--- config.mk ---
export PLATFORM = sky130hd
export DESIGN_NAME = mod_clock_sequencer
export DESIGN_NICKNAME = d
export VERILOG_FILES = /design/src/rtl/mod_clock_sequencer.sv
export SDC_FILE = /design/constraint.sdc
export NUM_CORES = 1
export LEC_CHECK = 0
export ABC_AREA = 1
export BUFFER_PORTS_ARGS = -buffer_cell sky130_fd_sc_hd__buf_2
export CORE_MARGIN = 2
export CORE_UTILIZATION = 45
export CTS_BUF_LIST = sky130_fd_sc_hd__clkbuf_4
export CTS_CLUSTER_DIAMETER = 60
export DETAILED_ROUTE_END_ITERATION = 6
export GPL_TIMING_DRIVEN = 0
export PLACE_DENSITY_LB_ADDON = 0.15
export SYNTH_ARGS = -nofsm -noshare
export SYNTH_HDL_FRONTEND = slang
export SYNTH_SLANG_ARGS = --single-unit
--- constraint.sdc ---
create_clock -name in_clk_25_175_mhz -period 3.6 [get_ports in_clk_25_175_mhz]
set_clock_uncertainty 0.05 [all_clocks]
set_input_delay 0.54 -clock in_clk_25_175_mhz [delete_from_list [all_inputs] [get_ports in_clk_25_175_mhz]]
set_output_delay 0.54 -clock in_clk_25_175_mhz [all_outputs]
set_load 0.005 [all_outputs]
--- src/rtl/mod_clock_sequencer.sv ---
// Power-up clock sequencer for the NES core: qualifies PLL lock, holds the core in reset
// until lock is stable, then generates PPU/CPU/APU clock enables. Optional lock-loss
// counter is built when MOD_CLOCK_SEQUENCER_LOSS_COUNT_EN is defined.
module mod_clock_sequencer #(
  parameter int SETTLE_CYCLES = 1024,
  parameter int PPU_DIV       = 4
) (
  input  logic       in_clk_25_175_mhz,
  input  logic       in_rst,
  input  logic       in_pll_lock,
  output logic       out_rst,
  output logic       out_run,
  output logic       out_ppu_ce,
  output logic       out_cpu_ce,
  output logic       out_apu_ce
`ifdef MOD_CLOCK_SEQUENCER_LOSS_COUNT_EN
  ,
  output logic [7:0] out_lock_loss_count
`endif
);

  localparam logic [15:0] SETTLE_LAST = 16'(SETTLE_CYCLES - 1);
  localparam logic [7:0]  PRE_LAST    = 8'(PPU_DIV - 1);

  typedef enum logic [1:0] {
    WAIT_LOCK = 2'b00,
    SETTLE    = 2'b01,
    RUN       = 2'b10
  } state_t;

  logic        rst_meta;
  logic        rst_sync;
  logic        lock_meta;
  logic        lock_s;
  state_t      state;
  state_t      state_next;
  logic [15:0] settle_cnt;
  logic [15:0] settle_cnt_next;
  logic [7:0]  prescaler;
  logic [1:0]  phase;
  logic        toggle;
  logic        run;
  logic        hold;
  logic        ppu_ce;
  logic        cpu_ce;
  logic        apu_ce;

  // Reset asserts immediately but releases only after two clean clock edges.
  always_ff @(posedge in_clk_25_175_mhz or posedge in_rst) begin
    if (in_rst) begin
      rst_meta <= 1'b1;
      rst_sync <= 1'b1;
    end else begin
      rst_meta <= 1'b0;
      rst_sync <= rst_meta;
    end
  end

  always_ff @(posedge in_clk_25_175_mhz or posedge in_rst) begin
    if (in_rst) begin
      lock_meta <= 1'b0;
      lock_s    <= 1'b0;
    end else begin
      lock_meta <= in_pll_lock;
      lock_s    <= lock_meta;
    end
  end

  always_ff @(posedge in_clk_25_175_mhz or posedge rst_sync) begin
    if (rst_sync) begin
      state      <= WAIT_LOCK;
      settle_cnt <= 16'd0;
    end else begin
      state      <= state_next;
      settle_cnt <= settle_cnt_next;
    end
  end

  always_comb begin
    state_next      = state;
    settle_cnt_next = settle_cnt;
    case (state)
      WAIT_LOCK: begin
        if (lock_s) begin
          state_next      = SETTLE;
          settle_cnt_next = 16'd0;
        end
      end
      SETTLE: begin
        // A lock drop wins even on the final settle cycle.
        if (!lock_s) begin
          state_next      = WAIT_LOCK;
          settle_cnt_next = 16'd0;
        end else if (settle_cnt == SETTLE_LAST) begin
          state_next      = RUN;
          settle_cnt_next = 16'd0;
        end else begin
          settle_cnt_next = settle_cnt + 16'd1;
        end
      end
      RUN: begin
        if (!lock_s) begin
          state_next = WAIT_LOCK;
        end
      end
      default: begin
        state_next      = WAIT_LOCK;
        settle_cnt_next = 16'd0;
      end
    endcase
  end

  assign run  = (state == RUN);
  assign hold = (state != RUN) || (state_next != RUN);

  // Divider chain starts from zero on every RUN entry so the first PPU enable
  // lands on the PPU_DIV-th RUN cycle.
  always_ff @(posedge in_clk_25_175_mhz or posedge rst_sync) begin
    if (rst_sync) begin
      prescaler <= 8'd0;
      phase     <= 2'd0;
      toggle    <= 1'b0;
    end else if (hold) begin
      prescaler <= 8'd0;
      phase     <= 2'd0;
      toggle    <= 1'b0;
    end else begin
      prescaler <= (prescaler == PRE_LAST) ? 8'd0 : prescaler + 8'd1;
      if (ppu_ce) begin
        phase <= (phase == 2'd2) ? 2'd0 : phase + 2'd1;
      end
      if (cpu_ce) begin
        toggle <= ~toggle;
      end
    end
  end

  assign ppu_ce = run && (prescaler == PRE_LAST);
  assign cpu_ce = ppu_ce && (phase == 2'd2);
  assign apu_ce = cpu_ce && toggle;

  assign out_rst    = ~run;
  assign out_run    = run;
  assign out_ppu_ce = ppu_ce;
  assign out_cpu_ce = cpu_ce;
  assign out_apu_ce = apu_ce;

`ifdef MOD_CLOCK_SEQUENCER_LOSS_COUNT_EN
  logic [7:0] loss_cnt;

  always_ff @(posedge in_clk_25_175_mhz or posedge rst_sync) begin
    if (rst_sync) begin
      loss_cnt <= 8'd0;
    end else if (run && (state_next == WAIT_LOCK) && (loss_cnt != 8'hFF)) begin
      loss_cnt <= loss_cnt + 8'd1;
    end
  end

  assign out_lock_loss_count = loss_cnt;
`else
  // Lock-loss statistics are not built in this configuration.
`endif

endmodule

==> impl_metrics.tcl <==
set metrics [dict create \
    finalNetCount 241 \
    cts_setup_buffers 0 \
    drt_iter0_drc 94 \
    drc 0 \
    p_leak_uw 0.000913 \
    finalSetupViolations 0 \
    timing.hold.ws_ns 0.0219 \
    cp-end-kind "primary output" \
    grt_pass1_vias 1232 \
    numPortBuffers 7 \
    routabilityCongestion 0.769 \
    status "finished clean" \
    dieArea_mm2 0.00456 \
    die_w_um 67.5 \
    min_period_ns 2.13 \
    synth-edff-count 0 \
    initial_utilization_pct 46.1 \
    clk_latency_ns 0.33 \
    synth_area_per_cell_um2 8.18 \
    diodes 0 \
    die_y_um 67.5 \
    num_vias 1382 \
    netlist_instances 222 \
    cts_tree "built" \
    grt_overflow 0 \
    root_buffer "clkbuf_4" \
    synth_fp_nets 227 \
    power.share.clock_pct 39.2 \
    internal-power_uw 541 \
    synthesis.area_mm2 0.00182 \
    tightest_slew_ns 1.10 \
    cts_htree_levels 2 \
    cp-start-kind "register" \
    route.detailed.wl_per_inst_um 11.6 \
    rsz0062_at_grt "no" \
    core-area_mm2 0.00394 \
    cts_max_path_buffers 2 \
    p_sw_share_pct 22.9 \
    max-vdd-ir-drop_uv 174 \
    track_usage_pct 17.1 \
    cp.arrival_ns 1.54 \
    rows 23 \
    p_total_uw 702 \
    combPwrFrac_pct 5.6 \
    crit_type "register to primary output" \
    grt_antenna_before_repair 0 \
    setup_tns_ns 0 \
    drt_wl_total_mm 3.34 \
    area_growth_pct 9.71 \
    p_per_area_mw_per_mm2 352 \
    drive_above_1_share_pct 19.8 \
    place_hpwl_mm 2.39 \
    clk_pin_slew_ns 0.10 \
    postCtsHoldBufs 0 \
    synthArstFlopShare_pct 100 \
    drv_slew 0 \
    ys_seq_area_share_pct 45.6 \
    path_max_fanout 7 \
    num-fill-cells 379 \
    relSlewSlack_pct 26.3 \
    crit_required_ns 3.01 \
    grt_max_degree 30 \
    numCtsBuffers 5 \
    cts_resized 0 \
    design.portCount 8 \
    yosys_warnings 0 \
    synthFlopType "dfrtp_1" \
    fmax_mhz 470 \
    via_per_inst 4.82 \
    dr.pass1.iters 4 \
    min_path_type "input pin to asynchronous set/reset pin" \
    fin_crit_sh_pct 59.1 \
    grt_pass1_wl_mm 5.68 \
    yosysUniqueCellTypes 31 \
    p_switching_uw 161 \
    cts_sinks 33 \
    final-hold-violation-count 0 \
    antenna_left 0 \
    pwr-share-seq_pct 55.1 \
    drv_cap 0 \
    synth_seq_cells 33 \
]
==> layout make-up <==
type	instances	area, um^2	area share, %
Multi-Input combinational cell	162	883	44.3
Sequential cell	33	828	41.6
Inverter	25	95.1	4.77
Tap cell	50	62.6	3.14
Clock buffer	6	45.0	2.26
Timing Repair Buffer	7	35.0	1.76
Clock inverter	2	33.8	1.69
Buffer	2	10.0	0.502
==> layer usage <==
metal	up-vias	part of all wire, %	GRT usage, %
met3	6	3.1	5.17
met5	-	0	0
met4	0	1.6	6.63
li1	731	-	-
met2	16	44	25.0
met1	629	51	23.6
==> Yosys cell counts, drive strengths merged, types with 2 or more instances <==
cell type	count	area, um^2
a21oi	3	30.0
dfrtp	31	776
dfstp	2	52.6
ha	2	25.0
inv	24	90.1
nand2	64	278
nand3	19	95.1
nand4	4	25.0
nor2	37	201
o21ai	10	50.1
o21bai	5	37.5
o22ai	2	12.5
xnor2	4	35.0
xor2	6	52.6
==> final timing paths <==
kind,start,endpoint,slack [ns],cells after the start
worst min register to register,lock_meta,lock_s,0.31,0
worst min-delay path,in_rst,lock_s,0.02,2
worst max-delay path,prescaler[0],out_apu_ce,1.47,6
min in group in_clk_25_175_mhz,in_pll_lock,lock_meta,0.26,1
worst max register to register,settle_cnt[0],state[0],1.93,8
max in group asynchronous,rst_sync,state[0],2.36,1
==> per-stage QoR <==
step	cell area (um^2)	cells	setup WS, ns	utilization [%]
2_1_floorplan	1820	222	2.01	-
3_3_place_gp	1910	279	1.83	48.6
3_5_place_dp	1910	279	1.83	48.6
4_1_cts	1990	287	1.44	50.6
5_1_grt	1990	287	1.34	50.6
6_report	1990	287	1.47	50.6
==> registers in the layout, indices dropped and copies added, names as in the netlist <==
name,flops
settle_cnt,16
lock_s,1
prescaler,8
lock_meta,1
rst_sync,1
state,2
rst_meta,1
phase,2
toggle,1
==> power groups by stage <==
stage | sequential (uW) | combinational, uW | clock (uW)
finish | 387 | 39.6 | 275
global route | 388 | 43.9 | 297
CTS | 387 | 40.4 | 284
detailed placement | 394 | 40.6 | 0
global placement | 393 | 39.4 | 0
floorplan | 392 | 29.2 | 0
==> critical path, stage by stage, from the launching register on <==
cell and delay, ns:
dfrtp_1 0.38, ha_1 0.22, nand2_1 0.10, nor2_4 0.19, nand3_1 0.11, nor2_1 0.09
buf_2 0.11
==> cell families (layout without fill, tap and decap cells) <==
group                      Yosys count  count (layout)  synth area share, %
and+or+nand+nor                    127             127                 34.1
DFF                                 33              33                 45.6
buffers and inverters               27              42                 5.78
AOI/OAI and AO/OA                   22              22                 8.13
xor gates and xnor gates            10              10                 4.82
adders and majority gates            2               2                 1.38
other                                1               1                0.206
==> layout by cell type, fill, tap and decap left out, types with 7 or more instances in the layout <==
cell and instances:
nor2_4 7, nand2_1 55, inv_1 18, dfrtp_1 31, buf_2 8, nand3_1 19, nor2_1 26, o21ai_1 8
Power figures use the tool's default switching activity.
